## config.mk

```make
export PLATFORM = sky130hd
export DESIGN_NAME = painterengine_gpu_blit_addrgen_flat
export DESIGN_NICKNAME = d
export VERILOG_FILES = /design/src/rtl/painterengine_gpu_blit_addrgen_if.sv /design/src/rtl/painterengine_gpu_blit_addrgen.sv /design/src/flat_wrapper.sv
export SDC_FILE = /design/constraint.sdc
export NUM_CORES = 2
export LEC_CHECK = 0
export CAP_MARGIN = 40
export CORE_ASPECT_RATIO = 1.5
export CORE_MARGIN = 2
export CORE_UTILIZATION = 60
export DETAILED_ROUTE_END_ITERATION = 10
export DONT_BUFFER_PORTS = 1
export MAX_ROUTING_LAYER = met4
export PLACE_DENSITY = 0.8
export SKIP_LAST_GASP = 1
export SYNTH_ARGS = -nofsm -noshare
export SYNTH_HDL_FRONTEND = slang
export SYNTH_SLANG_ARGS = --single-unit
export TNS_END_PERCENT = 1
```

## constraint.sdc

```tcl
create_clock -name i_wire_clock -period 20.9 [get_ports i_wire_clock]
set_clock_uncertainty 0.2 [all_clocks]
set_input_delay 1.045 -clock i_wire_clock [delete_from_list [all_inputs] [get_ports i_wire_clock]]
set_output_delay 1.045 -clock i_wire_clock [all_outputs]
set_load 0.005 [all_outputs]
```

## src/rtl/painterengine_gpu_blit_addrgen_if.sv

```systemverilog
`default_nettype none
// +----------------------------------------------------------------------------+
// | painterengine_gpu_blit_addrgen_if                                          |
// | Blit setup and address-pair stream bundle between clip stage and R/W engine|
// | Rev 1.0  initial release                                                   |
// +----------------------------------------------------------------------------+
interface painterengine_gpu_blit_addrgen_if #(
   parameter int PARAM_TEXTURE_MAX_SIZE = 16,
   parameter int PARAM_ADDRESS_WIDTH    = 32
);
   logic                              i_wire_start;
   logic [PARAM_ADDRESS_WIDTH-1:0]    i_wire_src_base;
   logic [PARAM_ADDRESS_WIDTH-1:0]    i_wire_dst_base;
   logic [PARAM_TEXTURE_MAX_SIZE-1:0] i_wire_src_width;
   logic [PARAM_TEXTURE_MAX_SIZE-1:0] i_wire_dst_width;
   logic [PARAM_TEXTURE_MAX_SIZE-1:0] i_wire_x;
   logic [PARAM_TEXTURE_MAX_SIZE-1:0] i_wire_y;
   logic [PARAM_TEXTURE_MAX_SIZE-1:0] i_wire_clipx;
   logic [PARAM_TEXTURE_MAX_SIZE-1:0] i_wire_clipy;
   logic [PARAM_TEXTURE_MAX_SIZE-1:0] i_wire_clipw;
   logic [PARAM_TEXTURE_MAX_SIZE-1:0] i_wire_cliph;
   logic [2:0]                        i_wire_mirror_mode;
   logic [PARAM_ADDRESS_WIDTH-1:0]    o_wire_src_addr;
   logic [PARAM_ADDRESS_WIDTH-1:0]    o_wire_dst_addr;
   logic                              o_wire_valid;
   logic                              i_wire_ready;
   logic                              o_wire_last;
   logic                              o_wire_busy;
   logic                              o_wire_done;

   modport slave (
      input  i_wire_start, i_wire_src_base, i_wire_dst_base, i_wire_src_width,
             i_wire_dst_width, i_wire_x, i_wire_y, i_wire_clipx, i_wire_clipy,
             i_wire_clipw, i_wire_cliph, i_wire_mirror_mode, i_wire_ready,
      output o_wire_src_addr, o_wire_dst_addr, o_wire_valid, o_wire_last,
             o_wire_busy, o_wire_done
   );

   modport master (
      output i_wire_start, i_wire_src_base, i_wire_dst_base, i_wire_src_width,
             i_wire_dst_width, i_wire_x, i_wire_y, i_wire_clipx, i_wire_clipy,
             i_wire_clipw, i_wire_cliph, i_wire_mirror_mode, i_wire_ready,
      input  o_wire_src_addr, o_wire_dst_addr, o_wire_valid, o_wire_last,
             o_wire_busy, o_wire_done
   );
endinterface
`default_nettype wire

```

## src/rtl/painterengine_gpu_blit_addrgen.sv

```systemverilog
`default_nettype none
// +----------------------------------------------------------------------------+
// | painterengine_gpu_blit_addrgen                                             |
// | Per-pixel source/destination address generator for one clipped blit        |
// | Rev 1.0  initial release                                                   |
// +----------------------------------------------------------------------------+
module painterengine_gpu_blit_addrgen #(
   parameter int PARAM_TEXTURE_MAX_SIZE = 16,
   parameter int PARAM_ADDRESS_WIDTH    = 32,
   parameter int PARAM_BPP_SHIFT        = 2
) (
   input wire logic                       i_wire_clock,
   input wire logic                       i_wire_reset,
   painterengine_gpu_blit_addrgen_if.slave bus
);
   localparam int TS = PARAM_TEXTURE_MAX_SIZE;
   localparam int AW = PARAM_ADDRESS_WIDTH;

   localparam logic [1:0] ST_IDLE = 2'd0;
   localparam logic [1:0] ST_LOAD = 2'd1;
   localparam logic [1:0] ST_RUN  = 2'd2;
   localparam logic [1:0] ST_DONE = 2'd3;

   typedef struct packed {
      logic [AW-1:0] src_base;
      logic [AW-1:0] dst_base;
      logic [TS-1:0] src_width;
      logic [TS-1:0] dst_width;
      logic [TS-1:0] x;
      logic [TS-1:0] y;
      logic [TS-1:0] clipx;
      logic [TS-1:0] clipy;
      logic [TS-1:0] clipw;
      logic [TS-1:0] cliph;
      logic [2:0]    mode;
   } cfg_t;

   logic [1:0]    state_q,   state_d;
   cfg_t          cfg_q,     cfg_d;
   logic [TS-1:0] col_q,     col_d;
   logic [TS-1:0] row_q,     row_d;
   logic [AW-1:0] src_row_q, src_row_d;
   logic [AW-1:0] src_pix_q, src_pix_d;
   logic [AW-1:0] dst_row_q, dst_row_d;
   logic [AW-1:0] dst_pix_q, dst_pix_d;

   logic          w_h, w_v, w_empty, w_col_end, w_row_end, w_valid, w_last;
   logic [AW-1:0] w_srow, w_scol, w_src_first, w_dst_first;
   logic [AW-1:0] w_pix_step, w_src_stride, w_dst_stride, w_src_next_row, w_dst_next_row;

   // Mode codes above 3 never reach RUN, so bits [1:0] fully describe mirroring there.
   assign w_h     = cfg_q.mode[0];
   assign w_v     = cfg_q.mode[1];
   assign w_empty = (cfg_q.clipw == '0) || (cfg_q.cliph == '0) || (cfg_q.mode > 3'd3);

   assign w_srow      = AW'(cfg_q.clipy) + (w_v ? AW'(cfg_q.cliph) - AW'(1) : '0);
   assign w_scol      = AW'(cfg_q.clipx) + (w_h ? AW'(cfg_q.clipw) - AW'(1) : '0);
   assign w_src_first = cfg_q.src_base
                      + ((w_srow * AW'(cfg_q.src_width) + w_scol) << PARAM_BPP_SHIFT);
   assign w_dst_first = cfg_q.dst_base
                      + ((AW'(cfg_q.y) * AW'(cfg_q.dst_width) + AW'(cfg_q.x)) << PARAM_BPP_SHIFT);

   assign w_pix_step     = AW'(1) << PARAM_BPP_SHIFT;
   assign w_src_stride   = AW'(cfg_q.src_width) << PARAM_BPP_SHIFT;
   assign w_dst_stride   = AW'(cfg_q.dst_width) << PARAM_BPP_SHIFT;
   assign w_src_next_row = w_v ? src_row_q - w_src_stride : src_row_q + w_src_stride;
   assign w_dst_next_row = dst_row_q + w_dst_stride;

   assign w_col_end = (col_q == cfg_q.clipw - TS'(1));
   assign w_row_end = (row_q == cfg_q.cliph - TS'(1));
   assign w_valid   = (state_q == ST_RUN);
   assign w_last    = w_valid && w_col_end && w_row_end;

   always_comb begin
      state_d   = state_q;
      cfg_d     = cfg_q;
      col_d     = col_q;
      row_d     = row_q;
      src_row_d = src_row_q;
      src_pix_d = src_pix_q;
      dst_row_d = dst_row_q;
      dst_pix_d = dst_pix_q;
      case (state_q)
         ST_IDLE, ST_DONE: begin
            if (bus.i_wire_start) begin
               state_d = ST_LOAD;
               cfg_d   = '{src_base:  bus.i_wire_src_base,  dst_base:  bus.i_wire_dst_base,
                           src_width: bus.i_wire_src_width, dst_width: bus.i_wire_dst_width,
                           x:         bus.i_wire_x,         y:         bus.i_wire_y,
                           clipx:     bus.i_wire_clipx,     clipy:     bus.i_wire_clipy,
                           clipw:     bus.i_wire_clipw,     cliph:     bus.i_wire_cliph,
                           mode:      bus.i_wire_mirror_mode};
            end
         end
         ST_LOAD: begin
            col_d     = '0;
            row_d     = '0;
            src_row_d = w_src_first;
            src_pix_d = w_src_first;
            dst_row_d = w_dst_first;
            dst_pix_d = w_dst_first;
            state_d   = w_empty ? ST_DONE : ST_RUN;
         end
         ST_RUN: begin
            if (bus.i_wire_ready) begin
               if (w_last) begin
                  state_d = ST_DONE;
               end else if (!w_col_end) begin
                  col_d     = col_q + TS'(1);
                  dst_pix_d = dst_pix_q + w_pix_step;
                  src_pix_d = w_h ? src_pix_q - w_pix_step : src_pix_q + w_pix_step;
               end else begin
                  col_d     = '0;
                  row_d     = row_q + TS'(1);
                  src_row_d = w_src_next_row;
                  src_pix_d = w_src_next_row;
                  dst_row_d = w_dst_next_row;
                  dst_pix_d = w_dst_next_row;
               end
            end
         end
         default: state_d = ST_IDLE;
      endcase
   end

   always_ff @(posedge i_wire_clock or posedge i_wire_reset) begin
      if (i_wire_reset) begin
         state_q   <= ST_IDLE;
         cfg_q     <= '0;
         col_q     <= '0;
         row_q     <= '0;
         src_row_q <= '0;
         src_pix_q <= '0;
         dst_row_q <= '0;
         dst_pix_q <= '0;
      end else begin
         state_q   <= state_d;
         cfg_q     <= cfg_d;
         col_q     <= col_d;
         row_q     <= row_d;
         src_row_q <= src_row_d;
         src_pix_q <= src_pix_d;
         dst_row_q <= dst_row_d;
         dst_pix_q <= dst_pix_d;
      end
   end

   assign bus.o_wire_src_addr = src_pix_q;
   assign bus.o_wire_dst_addr = dst_pix_q;
   assign bus.o_wire_valid    = w_valid;
   assign bus.o_wire_last     = w_last;
   assign bus.o_wire_busy     = (state_q == ST_LOAD) || (state_q == ST_RUN);
   assign bus.o_wire_done     = (state_q == ST_DONE);
endmodule
`default_nettype wire

```

## src/flat_wrapper.sv

```systemverilog
// flat-port wrapper written by rule: the top's interface ports become plain ports
module painterengine_gpu_blit_addrgen_flat 
#(
   parameter int PARAM_TEXTURE_MAX_SIZE = 16,
   parameter int PARAM_ADDRESS_WIDTH    = 32,
   parameter int PARAM_BPP_SHIFT        = 2
)
  (i_wire_clock, i_wire_reset, bus_i_wire_start, bus_i_wire_src_base, bus_i_wire_dst_base, bus_i_wire_src_width, bus_i_wire_dst_width, bus_i_wire_x, bus_i_wire_y, bus_i_wire_clipx, bus_i_wire_clipy, bus_i_wire_clipw, bus_i_wire_cliph, bus_i_wire_mirror_mode, bus_i_wire_ready, bus_o_wire_src_addr, bus_o_wire_dst_addr, bus_o_wire_valid, bus_o_wire_last, bus_o_wire_busy, bus_o_wire_done);
  painterengine_gpu_blit_addrgen_if #(.PARAM_TEXTURE_MAX_SIZE(PARAM_TEXTURE_MAX_SIZE), .PARAM_ADDRESS_WIDTH(PARAM_ADDRESS_WIDTH)) bus_i ();
  input wire logic i_wire_clock;
  input wire logic i_wire_reset;
  input wire logic [$bits(bus_i.i_wire_start)-1:0] bus_i_wire_start;
  input wire logic [$bits(bus_i.i_wire_src_base)-1:0] bus_i_wire_src_base;
  input wire logic [$bits(bus_i.i_wire_dst_base)-1:0] bus_i_wire_dst_base;
  input wire logic [$bits(bus_i.i_wire_src_width)-1:0] bus_i_wire_src_width;
  input wire logic [$bits(bus_i.i_wire_dst_width)-1:0] bus_i_wire_dst_width;
  input wire logic [$bits(bus_i.i_wire_x)-1:0] bus_i_wire_x;
  input wire logic [$bits(bus_i.i_wire_y)-1:0] bus_i_wire_y;
  input wire logic [$bits(bus_i.i_wire_clipx)-1:0] bus_i_wire_clipx;
  input wire logic [$bits(bus_i.i_wire_clipy)-1:0] bus_i_wire_clipy;
  input wire logic [$bits(bus_i.i_wire_clipw)-1:0] bus_i_wire_clipw;
  input wire logic [$bits(bus_i.i_wire_cliph)-1:0] bus_i_wire_cliph;
  input wire logic [$bits(bus_i.i_wire_mirror_mode)-1:0] bus_i_wire_mirror_mode;
  input wire logic [$bits(bus_i.i_wire_ready)-1:0] bus_i_wire_ready;
  output wire logic [$bits(bus_i.o_wire_src_addr)-1:0] bus_o_wire_src_addr;
  output wire logic [$bits(bus_i.o_wire_dst_addr)-1:0] bus_o_wire_dst_addr;
  output wire logic [$bits(bus_i.o_wire_valid)-1:0] bus_o_wire_valid;
  output wire logic [$bits(bus_i.o_wire_last)-1:0] bus_o_wire_last;
  output wire logic [$bits(bus_i.o_wire_busy)-1:0] bus_o_wire_busy;
  output wire logic [$bits(bus_i.o_wire_done)-1:0] bus_o_wire_done;
  assign bus_i.i_wire_start = bus_i_wire_start;
  assign bus_i.i_wire_src_base = bus_i_wire_src_base;
  assign bus_i.i_wire_dst_base = bus_i_wire_dst_base;
  assign bus_i.i_wire_src_width = bus_i_wire_src_width;
  assign bus_i.i_wire_dst_width = bus_i_wire_dst_width;
  assign bus_i.i_wire_x = bus_i_wire_x;
  assign bus_i.i_wire_y = bus_i_wire_y;
  assign bus_i.i_wire_clipx = bus_i_wire_clipx;
  assign bus_i.i_wire_clipy = bus_i_wire_clipy;
  assign bus_i.i_wire_clipw = bus_i_wire_clipw;
  assign bus_i.i_wire_cliph = bus_i_wire_cliph;
  assign bus_i.i_wire_mirror_mode = bus_i_wire_mirror_mode;
  assign bus_i.i_wire_ready = bus_i_wire_ready;
  assign bus_o_wire_src_addr = bus_i.o_wire_src_addr;
  assign bus_o_wire_dst_addr = bus_i.o_wire_dst_addr;
  assign bus_o_wire_valid = bus_i.o_wire_valid;
  assign bus_o_wire_last = bus_i.o_wire_last;
  assign bus_o_wire_busy = bus_i.o_wire_busy;
  assign bus_o_wire_done = bus_i.o_wire_done;
  painterengine_gpu_blit_addrgen #(.PARAM_TEXTURE_MAX_SIZE(PARAM_TEXTURE_MAX_SIZE), .PARAM_ADDRESS_WIDTH(PARAM_ADDRESS_WIDTH), .PARAM_BPP_SHIFT(PARAM_BPP_SHIFT)) u_core (.i_wire_clock(i_wire_clock), .i_wire_reset(i_wire_reset), .bus(bus_i));
endmodule
```

==> summary.txt <==
Place
  – Gp weighted congestion: 0.964
  – Input/output buffers: 0
  – Post-DP HPWL: between 100,000 and 150,000 um
  – Post-DP Area: approximately 46,000 um^2
  – DP Worst Slack: between 8 and 9 ns

Die
  – Die W: 227 um
  – Die Y: between 300 and 400 um
  – Core Region: 73,900 um^2
  – Top Ports: between 200 and 300
  – Die ar.: 77,100 um^2
  – Initial Util: 60.8%
  – # rows: 122

Critical path
  – Most frequent CP cell: fa_1
  – CP Capture Type: flop
  – Critical path class: flop to flop
  – Worst EP arrival: 12.52 ns
  – Slowest CP cell: or4_1
  – Req. time, crit path: 21.20 ns
  – Crit-path leading delay family: adder cells
  – CP startpoint kind: flop
  – Critical path peak fanout: 15
  – Worst Path Buf+Inv: 4
  – Max incr delay on CP: 0.65 ns

Clocking
  – Clock transition at path regs: around 0.070 ns
  – Resize count post-CTS: 0
  – Hold-fix buffers, CTS: 0
  – Cts bufs inserted: 40
  – Clock latency on the worst-skew pair: 0.59 ns
  – # H-tree levels: 2
  – CTS tree: built
  – Root buf cell: clkbuf_16
  – Post CTS Setup Buffer Count: 0
  – Longest Clk Path Bufs: 3
  – CTS sink count: approximately 360

Logic synthesis
  – Syn_area_per_cell: 9.02 um^2
  – Main flop type after synthesis: dfrtp_1
  – Post-synth top area share: 23.8%
  – Ys async rst share: 100%
  – Most instantiated library cell after synthesis: inv_1
  – FF+latch count, synth: approximately 360
  – Dominant cell type by area after synthesis: fa_1
  – Cell Area, Synth: between 40,000 and 50,000 um^2
  – Yosys warns: 0
  – Synth top cells by count: inv_1 (786), nand2_1 (541), fa_1 (534), dfrtp_1 (357), ha_1 (333)
  – Register area share after synthesis: around 20%
  – Cells after Synth: roughly 5,000
  – Net Count, Synth: roughly 6,000
  – Count of cell types in the netlist: 93
  – Post-synth EDFFs: 0
  – Synth area leaders: fa_1 (24%), dfrtp_1 (20%), ha_1 (9.3%), inv_1 (6.6%), mux2_2 (5.1%)

Layout
  – Post-route cell area: ~48,000 um^2
  – Nets: 5,945
  – Layout cells sized above 1: roughly 8%
  – Area Growth Syn to Fin: 5.82%

STA
  – Count of pins over their slew limit: 0
  – Crit path time final: 12.22 ns
  – Worst-Margin Slew: a little over 0.9 ns
  – Finish-stage setup viols: 0
  – Setup WS post-layout: roughly 8.7 ns
  – Highest Clock Rate: just over 80 MHz
  – Fin Setup TNS: 0 ns
  – Slew HR: 38.2%
  – Final Cycle Share: around three fifths
  – RSZ-0062 raised after global routing: no
  – Final-report hold violation count: 0

Global routing
  – Grt ovf: 0
  – Total track usage: between 30% and 40%
  – Vias in the first global route: between 30,000 and 40,000
  – Largest net degree at the start of global routing: roughly 110
  – First-pass GRT wire length: approximately 210,000 um
  – Initial antenna violation count: 13

Routing
  – Iteration-0 DRC Markers: between 2,000 and 2,500
  – Routed vias: approximately 35,000
  – Final ANT Viol Nets: 0
  – Avg WL per Cell: roughly 22 um
  – Post-route DRC violation count: 0
  – Drt pass-1 iters: 7
  – WL final: roughly 130,000 um
  – DR vias/cell: around 6.0

Run
  – Max-Cap Viols: 0

Run status
  – Outcome: completed

Hold path
  – Hold Crit Class: input pin to async pin
[state kept, by name (all words and copies together) (netlist names)]
name	flops
u_core.state_q	2
u_core.dst_row_q	32
u_core.bus.o_wire_src_addr	32
u_core.col_q	16
u_core.bus.o_wire_dst_addr	32
u_core.src_row_q	32
u_core.row_q	16
u_core.cfg_q	195
[worst paths after layout]
check / from / endpoint / slack, ns / depth (start not counted)
max: u_core.cfg_q[6] / u_core.src_row_q[31] / 8.68 / 42
min: i_wire_reset / u_core.cfg_q[157] / 0.24 / 1
max reg2reg: u_core.cfg_q[6] / u_core.src_row_q[31] / 8.68 / 42
min reg2reg: u_core.dst_row_q[14] / u_core.dst_row_q[14] / 0.29 / 1
max in group asynchronous: i_wire_reset / u_core.cfg_q[85] / 18.82 / 2
min in group i_wire_clock: u_core.dst_row_q[14] / u_core.dst_row_q[14] / 0.29 / 1
[kinds of logic after synthesis]
kind of cell,count (synthesis),share of synthesized area [%]
muxes,209,5.22
and+or+nand+nor,1399,15.1
xor gates and xnor gates,316,6.63
buffers and inverters,999,8.43
adders and majority gates,867,33.1
AOI/OAI and AO/OA,832,11.6
DFF,357,19.9
[cell usage in the layout, fill, tap and decap left out, types with 12 or more instances in the layout]
cell type / count
a211oi_1: 34
a21o_1: 87
a21oi_1: 259
a31oi_1: 34
and2_1: 256
and3_1: 32
buf_4: 55
clkbuf_16: 40
dfrtp_1: 357
diode_2: 13
fa_1: 534
ha_1: 332
inv_1: 784
mux2_2: 202
nand2_1: 540
nand2b_1: 32
nand3_1: 54
nand4_1: 25
nor2_1: 267
nor2b_1: 34
nor3_1: 56
nor4_1: 13
o211ai_1: 20
o21a_1: 41
o21ai_0: 179
o21bai_1: 33
o22ai_1: 16
o31ai_1: 17
or2_2: 12
or3_1: 17
xnor2_1: 186
xnor3_1: 12
xor2_1: 109
[stage by stage]
stage               util (%)  cells  hold WS [ns]
floorplan                  -   4979         0.250
global placement        62.0   5814         0.262
detailed placement      62.4   5829         0.272
CTS                     64.3   5902         0.258
global route            64.3   5915         0.303
finish                  64.3   5915         0.240
[final cells by class]
type,instances,area [um^2]
clock inverter,23,292
antenna,13,32.5
fill,6013,26400
multi-input combinational,3623,32300
sequential,357,8930
inverter,788,2970
clock buffer,50,1100
timing repair buffer,69,681
tap,992,1240
[routing by layer]
metal	track usage [%]	vias up	wire (um)
met1	36.3	17500	44000
met2	60.2	1501	65600
met5	-	-	0
met4	22.8	0	9620
met3	11.1	580	12400
li1	-	15900	-
Power is left out: the tool's default activity adds up to more than one toggle a clock period on the data nets, which glitch-free logic cannot reach.
